--- config.mk ---
export PLATFORM = sky130hd
export DESIGN_NAME = instr_sequencer
export DESIGN_NICKNAME = d
export VERILOG_FILES = /design/src/rtl/instr_sequencer.sv
export SDC_FILE = /design/constraint.sdc
export NUM_CORES = 1
export LEC_CHECK = 0
export CORE_ASPECT_RATIO = 1.4
export CORE_MARGIN = 2
export CORE_UTILIZATION = 40
export CTS_BUF_LIST = sky130_fd_sc_hd__clkbuf_8
export DETAILED_ROUTE_END_ITERATION = 6
export PLACE_DENSITY = 0.77
export SLEW_MARGIN = 40
export SYNTH_ARGS = -nofsm -noshare
export SYNTH_HDL_FRONTEND = slang
export SYNTH_SLANG_ARGS = --single-unit
--- constraint.sdc ---
create_clock -name clk -period 1.7 [get_ports clk]
set_input_delay 0.34 -clock clk [delete_from_list [all_inputs] [get_ports clk]]
set_output_delay 0.34 -clock clk [all_outputs]
set_load 0.05 [all_outputs]
--- src/rtl/instr_sequencer.sv ---
// Instruction sequencer behind the fetch register: decodes one- and two-byte instructions,
// drives PC/fetch enables and an execute strobe, and stops on the halt opcode.
module instr_sequencer #(
   parameter int unsigned ADDR_W   = 12,
   parameter logic [3:0]  HALT_OPC = 4'hF
) (
   input  logic              clk,
   input  logic              reset,
   input  logic              run,
   input  logic [7:0]        instr,
   input  logic              c_flag,
   input  logic              z_flag,
   output logic              fetch_en,
   output logic              pc_en,
   output logic              pc_load,
   output logic [ADDR_W-1:0] pc_d,
   output logic [3:0]        opcode,
   output logic [3:0]        oprnd,
   output logic              exec_strobe,
   output logic              halted,
   output logic [2:0]        state
);

   typedef enum logic [2:0] {
      StFetch  = 3'd0,
      StDecode = 3'd1,
      StFetch2 = 3'd2,
      StAddr   = 3'd3,
      StExec   = 3'd4,
      StHalt   = 3'd5
   } state_e;

   state_e     state_q;
   logic [3:0] opcode_q;
   logic [3:0] oprnd_q;
   logic [7:0] addr_lo_q;
   logic       halted_q;
   logic       two_byte;
   logic       taken;
   logic       go;

   // Jump opcodes A..E carry a second address byte.
   assign two_byte = (instr[7:4] >= 4'hA) && (instr[7:4] <= 4'hE);

   always_comb begin
      taken = 1'b0;
      case (opcode_q)
         4'hA:    taken = c_flag;
         4'hB:    taken = ~c_flag;
         4'hC:    taken = z_flag;
         4'hD:    taken = ~z_flag;
         4'hE:    taken = 1'b1;
         default: taken = 1'b0;
      endcase
   end

   always_ff @(posedge clk or negedge reset) begin
      if (!reset) begin
         state_q   <= StFetch;
         opcode_q  <= 4'h0;
         oprnd_q   <= 4'h0;
         addr_lo_q <= 8'h00;
         halted_q  <= 1'b0;
      end else begin
         case (state_q)
            StFetch:  if (run) state_q <= StDecode;
            StDecode: begin
               if (run) begin
                  opcode_q <= instr[7:4];
                  oprnd_q  <= instr[3:0];
                  state_q  <= two_byte ? StFetch2 : StExec;
               end
            end
            StFetch2: if (run) state_q <= StAddr;
            StAddr: begin
               if (run) begin
                  addr_lo_q <= instr;
                  state_q   <= StExec;
               end
            end
            StExec: begin
               if (run) begin
                  if (opcode_q == HALT_OPC) begin
                     state_q  <= StHalt;
                     halted_q <= 1'b1;
                  end else begin
                     state_q <= StFetch;
                  end
               end
            end
            StHalt:   state_q <= StHalt;
            default:  state_q <= StFetch;
         endcase
      end
   end

   // Strobes are suppressed while stalled and while reset is held.
   assign go          = run & reset;
   assign fetch_en    = go & ((state_q == StFetch) | (state_q == StFetch2));
   assign pc_en       = go & ((state_q == StDecode) | (state_q == StAddr));
   assign exec_strobe = go & (state_q == StExec);
   assign pc_load     = exec_strobe & taken;

   assign pc_d   = {oprnd_q, addr_lo_q};
   assign opcode = opcode_q;
   assign oprnd  = oprnd_q;
   assign halted = halted_q;
   assign state  = state_q;

endmodule

==> reports/results.ini <==
[final_layout]
layout.cell_area.non_filler_um2=1543
post_route_cells_drive_above_1_share=0.5950
register_area_um2=504.2
filler_cell_count=141
multi_input_area_um2=427.9
nets=135
synthToLayoutAreaGrowth_pct=65.95
num_antenna_cells=0

[global_route]
grt_pass1_wl_mm=3.291
first_global_vias=777
grtUsageTotal=0.1669
grt_max_degree=16
globalRoute.totalOverflow=0
antenna_found_initial=0

[cts]
cts-buffers-inserted=3
postCtsHoldBufs=0
clkSlewWorstSetupHoldPaths_ps=60
clock_tree.root_cell=sky130_fd_sc_hd__clkbuf_8
cts_htree_levels=1
cts_buffer_depth=2
clk_sinks=20
clock_insertion_delay_worst_skew_ps=250
cts_tree=built

[detailed_routing]
drc=0
via_per_inst=5.252
route.final.wire_length_mm=2.027
postRouteAntennaNets=0
vias=751
drt_pre_antenna_iters=4
routed_wire_length_per_instance_um=14.17
detailedRoute.firstIterationViolations=7

[die]
pin_count=41
die_width_um=44.75
fp.dieH_um=61.04
initial_utilization=0.4270
core_area_um2=2177
row_count=20
floorplan.die_area_um2=2731

[yosys]
post_synth_mux_area_share=0.1938
syn-num-nets=86
asyncSetResetFlopFracSynth=1.000
gate_count_of_the_mapped_netlist=73
synth_area_um2=929.6
synthAdderAreaFrac=0
synthesized_area_per_cell_um2=12.73
synthDominantCellAreaShare=0.5384
synth-xor-area-share=0
synth_top_family_by_area=multiplexers
synth_seq_area_share=0.5384
synthesis.yosys.warnings=0
dominantRegCellSynth=sky130_fd_sc_hd__dfrtp_1
synth-compound-area-share=0.09421
synth_simple_gate_area_share=0.1117
yosysUniqueCellTypes=25
synth-seq-cells=20
synth_enable_flop_cells=0
synth_top_area_cell=sky130_fd_sc_hd__dfrtp_1
ys_top_cells_by_area=sky130_fd_sc_hd__dfrtp_1 (54%), sky130_fd_sc_hd__mux2_2 (19%), sky130_fd_sc_hd__buf_4 (3.2%)

[placement]
post_dp_cell_area_um2=1481
gp_routability_congestion=0.7019
dp_slack_ps=-231.3
io_buffers=40
post-dp-hpwl_mm=1.681

[worst_setup_path]
setup.worst_path.start_class=flip-flop
setup.worst_path.end_class=primary output
ff2ff_path_depth=4
critical_path_class=reg2out
crit_required_ps=1360
worst_ep_arrival_time_ps=1430
cp_max_fo=2

[status]
status=finished with violations
failed_checks=setup timing

[sta]
timing.max_slew.rel_slack=0.8048
setup_tns_ps=-152.3
max_slew_violation_count=0
final-hold-violation-count=0
fin_crit_sh=1.039
finalClockSkew_ps=3.140
highest_clock_frequency_the_design_can_meet_ghz=0.5662
tightest_slew_ps=292.8
grt_setup_unrepaired=true
finalSetupViolations=4
minimum_clock_period_after_layout_ps=1766
setup_slack_ps=-66.29

[worst_hold_path]
worst_hold_path_type=in2async

[job]
timing.max_cap.violations=0

[routing by layer]
| layer | up-vias | GRT usage | wire length, µm |
|---|---|---|---|
| met5 | - | 0 | 0 |
| met4 | 0 | 0.06494 | 34 |
| met3 | 5 | 0.04106 | 142 |
| met2 | 28 | 0.3064 | 1160 |
| met1 | 364 | 0.1811 | 691 |
| li1 | 354 | - | - |
[registers in the layout, indices dropped and copies added, names as in the netlist]
| name | flops |
|---|---|
| state | 3 |
| addr_lo_q | 8 |
| opcode | 4 |
| halted | 1 |
| oprnd | 4 |
[path summary, 6_finish.rpt]
| check | slack (ps) | to | from |
|---|---|---|---|
| min in group clk | 500 | halted | halted |
| min | 450 | opcode[3] | reset |
| max reg2reg | 210 | addr_lo_q[6] | state[0] |
| min reg2reg | 500 | halted | halted |
| max in group asynchronous | 1030 | addr_lo_q[1] | reset |
| max | -70 | pc_load | state[1] |
[synthesized netlist by cell type, drive strengths merged, types with 2 or more instances]
cell type / number
a211oi: 2
a21oi: 2
buf: 6
dfrtp: 20
inv: 3
mux2: 16
nand2: 4
nand3: 2
nand4: 2
nor3: 3
nor3b: 2
o21a: 2
[through the flow]
stage / hold slack (ps) / std cells / util
after floorplan: 44.41 / 73 / -
after global placement: 468.4 / 139 / 0.6805
after detailed placement: 492.0 / 139 / 0.6805
after CTS: 455.2 / 143 / 0.7057
after global routing: 477.9 / 143 / 0.7086
final: 453.4 / 143 / 0.7086
[worst max-delay path: stages, from the launching register on]
cell and delay [ps]:
sky130_fd_sc_hd__dfrtp_2 420, sky130_fd_sc_hd__nor3b_4 210, sky130_fd_sc_hd__nand4_1 150, sky130_fd_sc_hd__a211oi_4 220
sky130_fd_sc_hd__buf_12 170
[timing repair]
action / CTS / global route
setup endpoints to repair: 4 / 4
gates cloned: 0 / 0
setup buffers: 1 / 0
gates resized for setup: 6 / 1
endpoints found under the hold margin: 0 / 0
pin swaps: 6 / 0
[cell usage in the layout (no fill, tap or decap), types with 2 or more instances in the layout]
cell,netlist,layout
sky130_fd_sc_hd__nand2_2,2,2
sky130_fd_sc_hd__nand3_1,2,2
sky130_fd_sc_hd__nor3_4,1,2
sky130_fd_sc_hd__o21a_1,2,2
sky130_fd_sc_hd__dlygate4sd2_1,0,3
sky130_fd_sc_hd__clkbuf_8,0,3
sky130_fd_sc_hd__clkdlybuf4s50_1,0,9
sky130_fd_sc_hd__nand4_1,2,2
sky130_fd_sc_hd__dfrtp_1,20,17
sky130_fd_sc_hd__dfrtp_2,0,3
sky130_fd_sc_hd__mux2_2,16,16
sky130_fd_sc_hd__nand2_1,2,2
sky130_fd_sc_hd__inv_1,3,4
sky130_fd_sc_hd__buf_4,4,28
sky130_fd_sc_hd__buf_12,0,10
[layout make-up]
| type | instances | share of cell area |
|---|---|---|
| inverters | 3 | 0.007299 |
| clock buffers | 3 | 0.02676 |
| flip-flops and latches | 20 | 0.3268 |
| clock inverters | 1 | 0.002433 |
| repair buffers | 50 | 0.3414 |
| multi-input cells | 44 | 0.2774 |
| well taps | 22 | 0.01784 |
[cells by family after synthesis]
family	Yosys count
muxes	16
DFF	20
and+or+nand+nor	16
AOI/OAI and AO/OA	12
buffers and inverters	9
Power is left out: the tool's default activity adds up to more than one toggle a clock period on the data nets, which glitch-free logic cannot reach.
